File: config.mk
export PLATFORM = sky130hd
export DESIGN_NAME = program_loader
export DESIGN_NICKNAME = d
export VERILOG_FILES = /design/src/rtl/program_loader.sv
export SDC_FILE = /design/constraint.sdc
export NUM_CORES = 1
export LEC_CHECK = 0
export ABC_CLOCK_PERIOD_IN_PS = 5100
export BUFFER_PORTS_ARGS = -buffer_cell sky130_fd_sc_hd__buf_2
export CAP_MARGIN = 20
export CELL_PAD_IN_SITES_DETAIL_PLACEMENT = 0
export CELL_PAD_IN_SITES_GLOBAL_PLACEMENT = 1
export CORE_ASPECT_RATIO = 0.9
export CORE_MARGIN = 8
export CORE_UTILIZATION = 39
export DETAILED_ROUTE_END_ITERATION = 8
export PLACE_DENSITY_LB_ADDON = 0.1
export SETUP_SLACK_MARGIN = 0.2
export SYNTH_ARGS = -nofsm -noshare
export SYNTH_HDL_FRONTEND = slang
export SYNTH_SLANG_ARGS = --single-unit
File: constraint.sdc
create_clock -name clock -period 5.1 [get_ports clock]
set_clock_uncertainty 0.15 [all_clocks]
set_input_delay 1.02 -clock clock [delete_from_list [all_inputs] [get_ports clock]]
set_output_delay 1.02 -clock clock [all_outputs]
set_load 0.005 [all_outputs]
File: src/rtl/program_loader.sv
// Purpose : streams a 32-bit program image into the core's byte-wide load port, then runs the core and
//           watches its a7/gp/a0 taps for the end-of-test convention (a7==93), reporting pass/fail/timeout.
// Latency : word accepted at edge N is written as bytes during cycles N+1..N+4; one word per 5 cycles.
// Backpr. : s_ready is high only in LOAD_WAIT; it stays low while bytes drain and after capacity/last.
// Ports   : clock/reset (sync, active-high); start pulse; s_valid/s_data/s_last/s_ready word stream;
//           core_reset, mem_en/mem_data/mem_addr drive the core; gp/a7/a0 are core register taps;
//           busy/done/pass/fail/timed_out/overflow/word_count report status (all registered).
module program_loader #(
    parameter int WIDTH     = 32,
    parameter int MEM_DEPTH = 4096,
    parameter int TIMEOUT   = 100000
) (
    input  logic             clock,
    input  logic             reset,
    input  logic             start,
    input  logic             s_valid,
    input  logic [WIDTH-1:0] s_data,
    input  logic             s_last,
    output logic             s_ready,
    output logic             core_reset,
    output logic             mem_en,
    output logic [WIDTH-1:0] mem_data,
    output logic [WIDTH-1:0] mem_addr,
    input  logic [WIDTH-1:0] gp,
    input  logic [WIDTH-1:0] a7,
    input  logic [WIDTH-1:0] a0,
    output logic             busy,
    output logic             done,
    output logic             pass,
    output logic             fail,
    output logic             timed_out,
    output logic             overflow,
    output logic [WIDTH-1:0] word_count
);

    localparam logic [3:0] S_IDLE      = 4'd0;
    localparam logic [3:0] S_LOAD_WAIT = 4'd1;
    localparam logic [3:0] S_BYTE0     = 4'd2;
    localparam logic [3:0] S_BYTE1     = 4'd3;
    localparam logic [3:0] S_BYTE2     = 4'd4;
    localparam logic [3:0] S_BYTE3     = 4'd5;
    localparam logic [3:0] S_RELEASE   = 4'd6;
    localparam logic [3:0] S_RUN       = 4'd7;
    localparam logic [3:0] S_DONE      = 4'd8;

    localparam logic [WIDTH-1:0] CAPACITY = WIDTH'(MEM_DEPTH / 4);
    localparam logic [WIDTH-1:0] END_CODE = WIDTH'(93);
    localparam int               CW       = $clog2(TIMEOUT + 1);
    localparam logic [CW-1:0]    CYC_LAST = CW'(TIMEOUT - 1);

    logic [3:0]       state;
    logic [WIDTH-1:0] word_q;
    logic             last_q;
    logic             armed;
    logic [CW-1:0]    cycles;

    always_ff @(posedge clock) begin
        if (reset) begin
            state      <= S_IDLE;
            s_ready    <= 1'b0;
            core_reset <= 1'b1;
            mem_en     <= 1'b0;
            mem_data   <= '0;
            mem_addr   <= '0;
            busy       <= 1'b0;
            done       <= 1'b0;
            pass       <= 1'b0;
            fail       <= 1'b0;
            timed_out  <= 1'b0;
            overflow   <= 1'b0;
            word_count <= '0;
            word_q     <= '0;
            last_q     <= 1'b0;
            armed      <= 1'b0;
            cycles     <= '0;
        end else begin
            case (state)
                S_IDLE, S_DONE: begin
                    if (start) begin
                        state      <= S_LOAD_WAIT;
                        s_ready    <= 1'b1;
                        core_reset <= 1'b1;
                        busy       <= 1'b1;
                        done       <= 1'b0;
                        pass       <= 1'b0;
                        fail       <= 1'b0;
                        timed_out  <= 1'b0;
                        overflow   <= 1'b0;
                        word_count <= '0;
                        mem_addr   <= '0;
                    end
                end
                S_LOAD_WAIT: begin
                    if (s_valid) begin
                        word_q   <= s_data;
                        last_q   <= s_last;
                        s_ready  <= 1'b0;
                        mem_en   <= 1'b1;
                        mem_addr <= {word_count[WIDTH-3:0], 2'b00};
                        mem_data <= WIDTH'(s_data[7:0]);
                        state    <= S_BYTE0;
                    end
                end
                S_BYTE0: begin
                    mem_addr <= mem_addr + 1'b1;
                    mem_data <= WIDTH'(word_q[15:8]);
                    state    <= S_BYTE1;
                end
                S_BYTE1: begin
                    mem_addr <= mem_addr + 1'b1;
                    mem_data <= WIDTH'(word_q[23:16]);
                    state    <= S_BYTE2;
                end
                S_BYTE2: begin
                    mem_addr <= mem_addr + 1'b1;
                    mem_data <= WIDTH'(word_q[31:24]);
                    state    <= S_BYTE3;
                end
                S_BYTE3: begin
                    mem_en     <= 1'b0;
                    word_count <= word_count + 1'b1;
                    // A full memory ends the load; it is only an overflow if the host had more to send.
                    if (last_q || (word_count + 1'b1 == CAPACITY)) begin
                        overflow <= ~last_q;
                        state    <= S_RELEASE;
                    end else begin
                        s_ready <= 1'b1;
                        state   <= S_LOAD_WAIT;
                    end
                end
                S_RELEASE: begin
                    // core_reset is still high this cycle so the core restarts from pc 0.
                    core_reset <= 1'b0;
                    cycles     <= '0;
                    armed      <= 1'b0;
                    state      <= S_RUN;
                end
                S_RUN: begin
                    if ((a7 == END_CODE) && armed) begin
                        pass       <= (gp == WIDTH'(1)) && (a0 == '0);
                        fail       <= !((gp == WIDTH'(1)) && (a0 == '0));
                        done       <= 1'b1;
                        busy       <= 1'b0;
                        core_reset <= 1'b1;
                        state      <= S_DONE;
                    end else if (cycles == CYC_LAST) begin
                        timed_out  <= 1'b1;
                        fail       <= 1'b1;
                        pass       <= 1'b0;
                        done       <= 1'b1;
                        busy       <= 1'b0;
                        core_reset <= 1'b1;
                        state      <= S_DONE;
                    end else begin
                        cycles <= cycles + 1'b1;
                        // Arm only once a7 has been seen different from the end code, so a stale
                        // 93 left over from a previous run is ignored. An unknown a7 takes the else.
                        if (a7 == END_CODE) begin
                            armed <= armed;
                        end else begin
                            armed <= 1'b1;
                        end
                    end
                end
                default: state <= S_IDLE;
            endcase
        end
    end

endmodule

======== Word-level counts from Yosys, hierarchy flattened ========
Index checks and enable logic that the tools add are counted.
word-level totals
  register bits ........................... 160
  bits in latches ......................... 0
  memory bits (writable) .................. 0
  bits in read-only memories .............. 0
  input port bits ......................... 133
  output and inout bits ................... 105
  word-level logic and storage cells ...... 112
  memories ................................ 0
cells by class
  add/sub/neg operators ................... 3
  multiply operators ...................... 0
  divide/modulo/power cells ............... 0
  $lt $le $gt $ge ......................... 0
  equality and inequality tests ........... 21
  shifts and indexed selects .............. 0
  multiplexer cells ....................... 41
  bitwise operators ....................... 1
  reduce and logical (&&, ||, !) cells .... 29
operators with widths
  cell                                             number
  one-hot mux 32 bit (4 select lines)              1
  two-way mux 32 bit                               3
  one-hot mux 32 bit (3 select lines)              1
  adder 32 x 1 -> 32 bit, second input constant    2
  one-hot mux 32 bit (2 select lines)              1
  two-way mux 17 bit                               2
  one-hot mux 17 bit (2 select lines)              1
  == test 32 x 1 -> 1 bit, second input constant   1
  == test 32 x 11 -> 1 bit, second input constant  1
  == test 32 x 7 -> 1 bit, second input constant   1
  logical NOT 32 bit                               1
  one-hot mux 4 bit (8 select lines)               1
  AND reduction 3 bit                              6
  adder 17 x 1 -> 17 bit, second input constant    1
  == test 17 bit, second input constant            1
  == test 4 x 3 -> 1 bit, second input constant    4
  two-way mux 1 bit                                16
  two-way mux 4 bit                                4
  != test 2 bit, second input constant             8
  one-hot mux 1 bit (2 select lines)               8
  AND reduction 4 bit                              3
  nonzero test 3 bit                               3
  == test 4 x 2 -> 1 bit, second input constant    2
  AND reduction 2 bit                              4
  other kinds (14)                                 19

======== Logic depth before layout (Yosys ltp) ========
  word-level depth ........................ 5
  gate-level depth with buffers ........... 9
  depth with buffers taken out ............ 8

======== Worst setup path before layout ========
Ideal clock, no wire load.
  path kind ............................... reg2reg
  from .................................... register word_count[15]
  to ...................................... register state[0]
  library setup time ...................... 0.120 ns
  arrival ................................. 2.907 ns
  required time ........................... 4.830 ns
  path slack .............................. 1.924 ns
  stages on the path, launching flop included .. 8
  buffers on the path ..................... 0
  period minus slack after synthesis ...... 3.176 ns
  cells stage by stage .................... dfxtp_1 nand4_4 or4_4 o31a_1 a211o_1 or4_1 or4_4 o31a_1
on the way
  longest elaborated chain between the ends .. 5
RTL lines
  item                                line  source
  start: declaration                  33    output logic [WIDTH-1:0] word_count
  start signal: assignment            121   word_count <= word_count + 1'b1;
  adder 32 x 1 -> 32 bit              123   if (last_q || (word_count + 1'b1 == CAPACITY)) begin
  == test 32 x 11 -> 1 bit            123
  logical OR 1 bit                    123
  two-way mux 3 bit                   123
  one-hot mux 4 bit (8 select lines)  77    case (state)
  end signal: assignment              80    state <= S_LOAD_WAIT;
  end signal: assignment              125   state <= S_RELEASE;
  end signal: assignment              128   state <= S_LOAD_WAIT;
  end: declaration                    51    logic [3:0] state;
Every way passes these cells.
A chain may end at the register's enable or synchronous reset.

======== Worst setup path in the final report ========
  from .................................... register word_count[0]
  to ...................................... register state[0]
Same word-level chain as after synthesis.

==> summary by stage <==
Outcome
The run finished with clean final reports.

Timing
The timing-limited maximum frequency is 0.261 GHz. Setup repair after global routing left no endpoint under its margin. Setup violations remaining at the end of the flow were counted as 0. At the pin with the least slew margin, the transition time is 1.13 ns.

The number of endpoints with negative hold slack in the final report is 0. After routing, the total negative slack on setup checks comes to 0 ns. The number of max-slew violations in the final report is 0.

In the finished design, the share of the clock period the worst path needs comes to 75.0%. The time the worst path needs with I/O delays and setup is 3.83 ns. Headroom to the max-slew limit came out at 24.0%.

Clocking
The cell at the root of the clock tree is sky130_fd_sc_hd__clkbuf_16. The setup fix buffers added after clock tree synthesis is 0. The number of sinks handled by clock tree synthesis is 128. The post-cts hold buffer count is 0. The number of buffers on the longest clock path is 2. The TritonCTS clock tree is built.

Clock-pin slew was measured on the worst setup and hold paths at 0.06 ns. The H-tree was split into 4 levels. The post-cts gate resize count is 0. The clock reaches the later pin of the worst-skew pair after 0.43 ns. The number of clock buffers added by TritonCTS is 17.

Floorplanning
The region available for standard cell placement spans 18,500 µm². The top-level I/O count is 238. Measured along the y axis, the die boundary spans 147 µm. The die area is 23,600 µm².

The die is 161 µm wide. The floorplan has 47 rows. The initial utilization of the core area, before any placement, comes to 40.0%.

Worst setup path
The critical path launch point type is a register. In this run the critical register-to-register path is captured at state[0]. The cell depth of the worst flop-to-flop path is 8. The reg-to-reg setup timing slack is 1.27 ns. The required time of the critical path is 5.27 ns.

In this run the critical register-to-register path is launched from word_count[0]. The highest net fanout along the worst path is 12. The critical path is of the register to register type. The type of destination of the critical path is a register. For the worst setup path, the data arrival time is 4.00 ns.

Hold path
The capture endpoint of the worst hold path is word_q[27]. The min-delay analysis places its worst path in the category register to register. The start point of the worst min-delay path is word_q[27].

The cell depth of the worst min-delay path is 2.

Power and ir drop
Summing internal, switching and leakage power gives 2.50 mW. The highest ir drop seen on vdd is 0.000197 V. For this design the static power due to leakage is 3.55 nW.

The power per cell area is 279 nW/µm².

Yosys
Yosys attributes the largest share of cell area to sky130_fd_sc_hd__dfxtp_1 35%, sky130_fd_sc_hd__nand2_1 6.6%, sky130_fd_sc_hd__a21oi_1 5.8%. In the synthesized netlist, the number of instances is 972. After Yosys synthesis, XOR and XNOR cells account for 4.39% of the synthesized area.

Summed over all instances, the cell type with the most area after synthesis is sky130_fd_sc_hd__dfxtp_1. The predominant post-synthesis flop cell is sky130_fd_sc_hd__dfxtp_1. The number of unique standard cell types used by synthesis is 72. By count the netlist is led by 129 x sky130_fd_sc_hd__nand2_1, 128 x sky130_fd_sc_hd__dfxtp_1, 106 x sky130_fd_sc_hd__nor2_1, 85 x sky130_fd_sc_hd__a21oi_1, 52 x sky130_fd_sc_hd__o21ai_0. The share of synthesized area in the top cell type comes to 34.7%. The share of the yosys chip area belonging to registers is 34.7%. After synthesis the netlist holds a flip-flop and latch count of 128. Of the total synthesized cell area, the portion taken by AND, OR, NAND and NOR gates is 30.2%. Counting flops with an async set or reset pin after synthesis yields a share of 0%. Summing the areas of all fa, ha and maj instances in the mapped netlist gives 0.508% of the synthesized area.

Summing the areas of all compound-gate instances in the mapped netlist gives 21.8% of the synthesized area. The mux cell area share after synthesis is 0.440%. The post-synthesis cell area is 7390 µm². In this run, synthesis inferred 0 flip-flops with an integrated enable. The dominant combinational cell family by area after synthesis is simple AND/OR/NAND/NOR gates. sky130_fd_sc_hd__nand2_1 is the most common cell in the netlist. In this run the mean area of a mapped cell was 7.60 µm². The Yosys step of the flow raised 0 warnings.

Route
The detailed-route vias per instance is 5.62. The count of unresolved DRC violations after routing is 0. Dividing the detail-routed wire length by the instance count gives 19.5 µm.

After the first detailed-routing iteration, the DRC count stood at 605. Wires add up to 27,300 µm. The number of search-and-repair iterations in the first detailed-routing pass is 6. Once detail routing completed, the nets flagged for antenna violations numbered 0. The vias after detailed routing is 7,867.

Placement
The sum of net half-perimeters after detailed placement is 20,000 µm. Input and output buffers added on the ports amount to 213. At the end of routability-driven placement, the weighted congestion stood at 0.836.

Layout
Summing all flip-flop and latch instances after layout gives 2560 µm². From synthesis to final layout, the design area changed by 21.3%. The share of layout cells above drive strength 1 is 24.6%. The footprint of the multi-input gates is 4350 µm².

The count of filler cells inserted in the layout is 1,943. The final net count is 1,278.

Run
The tool flagged a number of max-cap violations equal to 0.

Global routing
The largest net degree at the start of global routing is 58. The via count of the first global-routing pass is 7,141. The number of antenna violations at the first check in global routing is 0. The wire length of the first global-routing pass is 41,900 µm. For this run, the total global-route usage over all layers was measured as 22.1%. Global routing finished with a remaining overflow of 0.
layout by cell type, fill, tap and decap left out, types with 3 or more instances in the layout:
cell type,count
sky130_fd_sc_hd__and4_1,7
sky130_fd_sc_hd__or3_1,12
sky130_fd_sc_hd__a32oi_1,5
sky130_fd_sc_hd__dfxtp_1,128
sky130_fd_sc_hd__nor3b_1,3
sky130_fd_sc_hd__a22o_1,3
sky130_fd_sc_hd__nand2_1,129
sky130_fd_sc_hd__inv_1,10
sky130_fd_sc_hd__o22ai_1,4
sky130_fd_sc_hd__conb_1,24
sky130_fd_sc_hd__xnor2_1,13
sky130_fd_sc_hd__nor3_1,35
sky130_fd_sc_hd__clkbuf_16,17
sky130_fd_sc_hd__nand4_1,32
sky130_fd_sc_hd__nand3_1,33
sky130_fd_sc_hd__nor4b_1,3
sky130_fd_sc_hd__buf_4,10
sky130_fd_sc_hd__a211oi_1,7
sky130_fd_sc_hd__buf_2,213
sky130_fd_sc_hd__a21oi_1,83
sky130_fd_sc_hd__and2_1,6
sky130_fd_sc_hd__inv_8,5
sky130_fd_sc_hd__a211o_1,6
sky130_fd_sc_hd__and3_1,14
sky130_fd_sc_hd__or3_2,3
sky130_fd_sc_hd__o21ai_0,52
sky130_fd_sc_hd__nand2b_1,6
sky130_fd_sc_hd__nor2_1,106
sky130_fd_sc_hd__ha_1,3
sky130_fd_sc_hd__nor4_1,28
sky130_fd_sc_hd__o31a_1,3
sky130_fd_sc_hd__a22oi_1,19
sky130_fd_sc_hd__a222oi_1,9
sky130_fd_sc_hd__o31ai_1,7
sky130_fd_sc_hd__or2_2,5
sky130_fd_sc_hd__a31oi_1,12
sky130_fd_sc_hd__xor2_1,24
sky130_fd_sc_hd__inv_6,7
sky130_fd_sc_hd__or4_1,5
sky130_fd_sc_hd__a311oi_1,15
cell type report:
cell class	count	area share (%)
flip-flops and latches	128	28.6
inverters	10	0.419
multi-input cells	762	48.5
repair buffers	223	12.7
well taps	245	3.42
clock buffers	17	4.75
diodes	1	0.0279
clock inverters	15	1.58
through the flow:
stage	utilization [%]	instance area, µm²	hold slack, ns	cells	setup slack, ns
2_1_floorplan	-	7470	0.286	995	1.92
3_3_place_gp	45.4	8390	0.293	1367	1.44
3_5_place_dp	45.4	8390	0.297	1367	1.35
4_1_cts	48.5	8960	0.307	1399	1.28
5_1_grt	48.5	8960	0.326	1400	1.02
6_report	48.5	8960	0.304	1401	1.27
state kept, by name, summed over array words and instances, names as in the netlist:
signal / cells
done: 1
core_reset: 1
last_q: 1
fail: 1
state: 4
busy: 1
cycles: 17
word_count: 32
s_ready: 1
mem_en: 1
mem_data: 8
mem_addr: 32
word_q: 24
overflow: 1
pass: 1
armed: 1
timed_out: 1
kinds of logic after synthesis:
family,count (synthesis)
adder cells (fa/ha/maj),3
AND/OR/NAND/NOR,445
AO/OA/AOI/OAI,250
XOR/XNOR,37
multiplexers,3
buffers and inverters,105
flip-flops,128
other,1
metal layers:
layer | wire length, µm | track usage [%] | vias up
met5 | 0 | 0 | -
met1 | 13000 | 32.3 | 3696
met2 | 12000 | 31.3 | 269
li1 | - | - | 3881
met3 | 2070 | 5.48 | 21
met4 | 244 | 5.69 | 0
critical path, cell delays in order (launching register included):
cell and delay (ns):
sky130_fd_sc_hd__dfxtp_1 0.58, sky130_fd_sc_hd__ha_1 0.38, sky130_fd_sc_hd__nand3_1 0.24, sky130_fd_sc_hd__nor4_1 0.52, sky130_fd_sc_hd__nand4_1 0.15, sky130_fd_sc_hd__a211o_1 0.33
sky130_fd_sc_hd__or4_1 0.52, sky130_fd_sc_hd__or4_4 0.55, sky130_fd_sc_hd__o31a_1 0.30
power breakdown:
group	internal (mW)	total [mW]	switching, mW	leakage [nW]
sequential	1.02	1.05	0.0219	1.03
combinational	0.0938	0.255	0.161	2.24
clock	0.649	1.20	0.549	0.276
total	1.77	2.50	0.732	3.55
worst max-delay path by stage:
stage,startpoint,end,slack (ns),cells past startpoint
floorplan,word_count[15],state[0],1.92,7
global placement,word_count[0],state[0],1.44,8
detailed placement,word_count[0],state[0],1.35,8
CTS,word_count[0],state[0],1.28,8
global route,word_count[0],state[0],1.02,8
finish,word_count[0],state[0],1.27,8
No activity file was read; power rests on OpenSTA's default activity.
